===== config.mk =====
export PLATFORM = sky130hd
export DESIGN_NAME = door_lock_controller
export DESIGN_NICKNAME = d
export VERILOG_FILES = /design/src/rtl/door_lock_controller_pkg.sv /design/src/rtl/door_timer.sv /design/src/rtl/door_lock_controller.sv
export VERILOG_INCLUDE_DIRS = /design/src /design/src/rtl
export SDC_FILE = /design/constraint.sdc
export NUM_CORES = 1
export LEC_CHECK = 0
export ABC_CLOCK_PERIOD_IN_PS = 3700
export CAP_MARGIN = 20
export CORE_MARGIN = 2
export CORE_UTILIZATION = 47
export DETAILED_ROUTE_END_ITERATION = 7
export MAX_ROUTING_LAYER = met4
export PLACE_DENSITY_LB_ADDON = 0.3
export SLEW_MARGIN = 20
export SYNTH_ARGS = -nofsm -noshare
export SYNTH_HDL_FRONTEND = slang
export SYNTH_HIERARCHICAL = 1
export SYNTH_SLANG_ARGS = --single-unit

===== constraint.sdc =====
create_clock -name clk -period 3.7 [get_ports clk]
set_input_delay 0.74 -clock clk [delete_from_list [all_inputs] [get_ports clk]]
set_output_delay 0.74 -clock clk [all_outputs]
set_load 0.005 [all_outputs]

===== src/rtl/constant.vh =====
// Shared constants for the door lock controller: sensor width, state encodings, default code width.
`ifndef DOOR_LOCK_CONSTANT_VH
`define DOOR_LOCK_CONSTANT_VH

`define DOOR_MOTION_SENSOR_DATA_WIDTH 1

`define DOOR_STATE_LOCKED   2'd0
`define DOOR_STATE_UNLOCKED 2'd1
`define DOOR_STATE_OCCUPIED 2'd2
`define DOOR_STATE_HOLD     2'd3

`define DOOR_CODE_W_DEFAULT 16

`endif


===== src/rtl/door_lock_controller_pkg.sv =====
// Types and helpers shared by the door lock controller and its timer.
`include "constant.vh"

package door_lock_controller_pkg;

    typedef enum logic [1:0] {
        ST_LOCKED   = `DOOR_STATE_LOCKED,
        ST_UNLOCKED = `DOOR_STATE_UNLOCKED,
        ST_OCCUPIED = `DOOR_STATE_OCCUPIED,
        ST_HOLD     = `DOOR_STATE_HOLD
    } door_state_e;

    function automatic int max_int(input int a, input int b);
        return (a > b) ? a : b;
    endfunction

endpackage


===== src/rtl/door_timer.sv =====
// Loadable down-counter that saturates at zero; done flags the final cycle of a loaded window.
`include "constant.vh"

module door_timer #(
    parameter int W = 8
) (
    input  logic         clk,
    input  logic         rst_n,
    input  logic         load,
    input  logic [W-1:0] load_val,
    output logic         done
);

    logic [W-1:0] count;

    always_ff @(posedge clk or negedge rst_n) begin
        if (!rst_n) begin
            count <= '0;
        end else if (load) begin
            count <= load_val;
        end else if (count != '0) begin
            count <= count - W'(1);
        end
    end

    // A window loaded with N ends at the edge that sees count==1, giving exactly N cycles.
    assign done = (count <= W'(1));

endmodule


===== src/rtl/door_lock_controller.sv =====
// Door lock FSM with relock timer; optional bad-code lockout under DOOR_LOCK_LOCKOUT_EN.
`include "constant.vh"

module door_lock_controller
    import door_lock_controller_pkg::*;
#(
    parameter int                CODE_W         = `DOOR_CODE_W_DEFAULT,
    parameter logic [CODE_W-1:0] SECRET         = CODE_W'(16'h1234),
    parameter int                OPEN_CYCLES    = 100,
    parameter int                HOLD_CYCLES    = 20,
    parameter int                MAX_FAIL       = 3,
    parameter int                LOCKOUT_CYCLES = 1000
) (
    input  logic                                      clk,
    input  logic                                      rst_n,
    input  logic                                      code_valid,
    input  logic [CODE_W-1:0]                         code_in,
    input  logic [`DOOR_MOTION_SENSOR_DATA_WIDTH-1:0] door_motion_sensor,
    input  logic                                      force_lock,
    output logic                                      lock_door,
    output logic [1:0]                                door_state,
    output logic                                      code_ok,
    output logic                                      code_bad,
    output logic                                      lockout
);

    localparam int TIMER_W = $clog2(max_int(OPEN_CYCLES, HOLD_CYCLES) + 1);

    door_state_e        state, nxt_state;
    logic               motion;
    logic               code_en, code_match;
    logic               timer_load, timer_done;
    logic [TIMER_W-1:0] timer_val;

    assign motion     = |door_motion_sensor;
    assign code_en    = (state == ST_LOCKED) && code_valid && !lockout;
    assign code_match = (code_in == SECRET);

    always_comb begin
        nxt_state = state;
        case (state)
            ST_LOCKED:   if (code_en && code_match) nxt_state = ST_UNLOCKED;
            ST_UNLOCKED: begin
                if (motion)          nxt_state = ST_OCCUPIED;
                else if (force_lock) nxt_state = ST_LOCKED;
                else if (timer_done) nxt_state = ST_LOCKED;
            end
            // force_lock deliberately ignored: never bolt the door on someone in the doorway.
            ST_OCCUPIED: if (!motion) nxt_state = ST_HOLD;
            ST_HOLD: begin
                if (motion)          nxt_state = ST_OCCUPIED;
                else if (force_lock) nxt_state = ST_LOCKED;
                else if (timer_done) nxt_state = ST_LOCKED;
            end
            default:     nxt_state = ST_LOCKED;
        endcase
    end

    // Timer reloads on every state change with the length of the window being entered.
    always_comb begin
        timer_load = (nxt_state != state);
        case (nxt_state)
            ST_UNLOCKED: timer_val = TIMER_W'(OPEN_CYCLES);
            ST_HOLD:     timer_val = TIMER_W'(HOLD_CYCLES);
            default:     timer_val = '0;
        endcase
    end

    door_timer #(.W(TIMER_W)) u_relock_timer (
        .clk      (clk),
        .rst_n    (rst_n),
        .load     (timer_load),
        .load_val (timer_val),
        .done     (timer_done)
    );

    always_ff @(posedge clk or negedge rst_n) begin
        if (!rst_n) begin
            state     <= ST_LOCKED;
            lock_door <= 1'b1;
            code_ok   <= 1'b0;
            code_bad  <= 1'b0;
        end else begin
            state     <= nxt_state;
            lock_door <= (nxt_state == ST_LOCKED);
            code_ok   <= code_en && code_match;
            code_bad  <= code_en && !code_match;
        end
    end

    assign door_state = state;

`ifdef DOOR_LOCK_LOCKOUT_EN
    localparam int FAIL_W = $clog2(MAX_FAIL + 1);
    localparam int LO_W   = $clog2(LOCKOUT_CYCLES + 1);

    logic [FAIL_W-1:0] fail_cnt;
    logic              lo_start, lo_done;

    // A correct code arriving in the same cycle the threshold is reached still wins.
    assign lo_start = !lockout && (fail_cnt == FAIL_W'(MAX_FAIL)) && !(code_en && code_match);

    door_timer #(.W(LO_W)) u_lockout_timer (
        .clk      (clk),
        .rst_n    (rst_n),
        .load     (lo_start),
        .load_val (LO_W'(LOCKOUT_CYCLES)),
        .done     (lo_done)
    );

    always_ff @(posedge clk or negedge rst_n) begin
        if (!rst_n) begin
            fail_cnt <= '0;
            lockout  <= 1'b0;
        end else begin
            if (lo_start) begin
                lockout <= 1'b1;
            end else if (lockout && lo_done) begin
                lockout  <= 1'b0;
                fail_cnt <= '0;
            end
            if (code_en && code_match)
                fail_cnt <= '0;
            else if (code_en && fail_cnt != FAIL_W'(MAX_FAIL))
                fail_cnt <= fail_cnt + FAIL_W'(1);
        end
    end
`else
    logic lockout_cfg_unused;
    assign lockout_cfg_unused = ^{MAX_FAIL, LOCKOUT_CYCLES};
    assign lockout = 1'b0;
`endif

endmodule


==> summary.md <==
| Metric | Value |
|---|---|
| Internal Power | `between 400 and 500 uW` |
| Final hold violation count | `0` |
| Most common cell after layout, fill and taps aside | `clkdlybuf4s50_1` |
| ANT nets after route | `0` |
| IO Pins | `27` |
| Synth Cell Area | `790.8 sq um` |
| Seq pwr share | `36.0%` |
| CTS tree | `done` |
| Hold Path Depth | `2` |
| TritonCTS buffer count | `3` |
| Minimum clock period | `2.616 ns` |
| Critical Path RT | `3.90 ns` |
| Worst Setup End Kind | `register` |
| Num rows | `14` |
| Combinational share of power | `49.4%` |
| Mapped Cells | `82` |
| Syn Area/Cell | `slightly below 10 sq um` |
| GPL Wtd Cong | `0.8376` |
| Vias in the first global route | `741` |
| Sequential fraction of the synthesis area | `38.13%` |
| Syn. warnings | `6` |
| Initial Util | `about 50%` |
| Synth Flop Type | `dfrtp_1` |
| Worst-Margin Slew | `0.5353 ns` |
| Antenna cells | `0` |
| H-tree depth | `1` |
| Status | `finished, final reports clean` |
| Die H | `45.02 um` |
| Slew HR | `~64%` |
| Initial antenna violation count | `0` |
| Worst IR drop on VDD | `about 380 uV` |
| Maxcap violations | `0` |
| Root buffer selected by CTS | `clkbuf_4` |
| Commonest non-fill, non-tap cells in the layout | `25 x clkdlybuf4s50_1, 11 x dfrtp_1, 5 x nor2_1, 5 x nand2_1` |
| # Post-CTS Setup Buffers | `0` |
| Placed Area | `1056 sq um` |
| Via-to-Cell Ratio | `5.953` |
| Ys async rst share | `100.0%` |
| CP arrival | `2.81 ns` |
| Reg2Reg Depth | `7` |
| Post-synth EDFFs | `0` |
| Yosys reg bits | `12` |
| Achievable frequency | `382.2 MHz` |
| Post-CTS Resized | `0` |
| Worst Skew | `0.004725 ns` |
| CP Class | `reg -> reg` |
| PwrDens | `667.5 nW/um^2` |
| Clock Tree Buf Depth | `2` |
| Clock group share of total power | `14.6%` |
| Period Utilization, post-route | `70.72%` |
| Die area | `2026 sq um` |
| Final Util | `70.86%` |
| Type of origin of the critical path | `register` |
| Clk_lat worst skew | `0.28 ns` |
| Design Area, Final | `1092 sq um` |
| Drt wl/cell | `approximately 15 um` |
| Global Route Usage Sum | `21.93%` |
| Largest net degree at the start of global routing | `17` |
| Cell leakage power | `0.4326 nW` |
| Vias | `756` |
| Fin Setup TNS | `0 ns` |
| Final HPWL DP | `1439 um` |
| Chip width | `45.02 um` |
| Psw | `~290 uW` |
| Setup violators final | `0` |
| Area Overhead vs Synth | `38.13%` |
| Final Power | `729.1 uW` |
| # clock sinks | `12` |
| Iter 0 DRT Violations | `21` |
| Slew Viols, Final | `0` |
| DRC Markers | `0` |
| Worst-path clk slew | `0.08 ns` |
| Grt total ovfl | `0` |
| Share of cells above drive strength 1 | `9.910%` |
| Hold crit path type | `reg -> reg` |
| CP max FO | `16` |
| First-pass GRT wire length | `3084 um` |
| Nets | `roughly 140` |
| Hold Slack | `0.6218 ns` |
| Switching Share | `39.92%` |
| Core area | `around 1500 sq um` |
| Post-synth cell types | `38` |
| Drt total wl | `1842 um` |
| Unrepaired setup endpoints after global routing | `no` |
| PortBufs | `25` |
| DR pass1 iterations | `4` |
| Cts hold-fix bufs | `0` |
[worst paths after layout]
check / from / to / slack (ns)
worst max-delay path: u_relock_timer/count[2] / u_relock_timer/count[5] / 1.08
worst min-delay path: u_relock_timer/count[6] / u_relock_timer/count[6] / 0.62
worst max register to register: u_relock_timer/count[2] / u_relock_timer/count[5] / 1.08
worst min register to register: u_relock_timer/count[6] / u_relock_timer/count[6] / 0.62
max in group asynchronous: rst_n / lock_door / 2.54
min in group asynchronous: rst_n / u_relock_timer/count[6] / 0.80
[synth_stat cells (2+ instances only)]
cell,n,area [sq um]
inv_1,4,15.01
xnor2_1,3,26.28
o22ai_1,3,18.77
nor3_1,3,15.01
nor2_1,5,18.77
a21oi_1,3,15.01
nor2b_1,3,18.77
nand2b_1,2,12.51
nand2_1,5,18.77
o21ai_0,4,20.02
o31ai_1,4,30.03
a22o_1,2,17.52
dfrtp_1,11,275.3
ha_1,3,37.54
nor3b_1,4,30.03
[layout make-up]
class	count	area, sq um
Multi-Input combinational cell	66	469.2
Sequential cell	12	301.5
Fill cell	126	449.2
Tap cell	16	20.02
Timing Repair Buffer	25	250.2
Clock buffer	4	36.28
Inverter	4	15.01
[cells by family (layout without fill, tap and decap cells)]
group           Yosys count  count (layout)  share of synthesized area (%)
flops                    12              12                          38.13
compound gates           21              21                          17.88
xor+xnor                  3               3                          3.323
simple gates             34              34                          30.22
fa+ha+maj                 3               3                          4.747
mux                       1               1                          1.266
buf+inv                   7              33                          3.954
other cells               1               4                         0.4742
[metal layers]
| layer | part of all wire, % | global-route usage, % | routed length, um |
|---|---|---|---|
| met5 | 0 | - | 0 |
| met2 | 52 | 37.43 | 956 |
| met4 | 2.4 | 10.00 | 45 |
| met1 | 40 | 24.13 | 740 |
| met3 | 5.4 | 4.800 | 99 |
[flip-flops by register name, summed over array words and instances, names as in the netlist]
signal	cells
door_state	2
code_bad	1
u_relock_timer/count	7
lock_door	1
code_ok	1
[power groups by stage]
stage	combinational, mW	clock, mW	sequential [mW]
floorplan	0.254	0	0.247
global placement	0.341	0	0.258
detailed placement	0.351	0	0.263
CTS	0.356	0.109	0.261
global route	0.398	0.115	0.274
finish	0.360	0.107	0.263
[critical path, stage by stage (launching register included)]
cell and delay, ns:
dfrtp_1 0.44, or4_1 0.69, nor3_1 0.29, nor2_1 0.13, nand3b_1 0.12, o31a_1 0.49
o41ai_1 0.17, nor3b_1 0.20
[metrics by stage]
step / cells / worst slack [ns]
final: 127 / 1.084
after global routing: 127 / 0.9543
after CTS: 127 / 1.121
after detailed placement: 123 / 0.9263
after global placement: 123 / 0.9882
after floorplan: 85 / 1.502
Power figures use the tool's default switching activity.
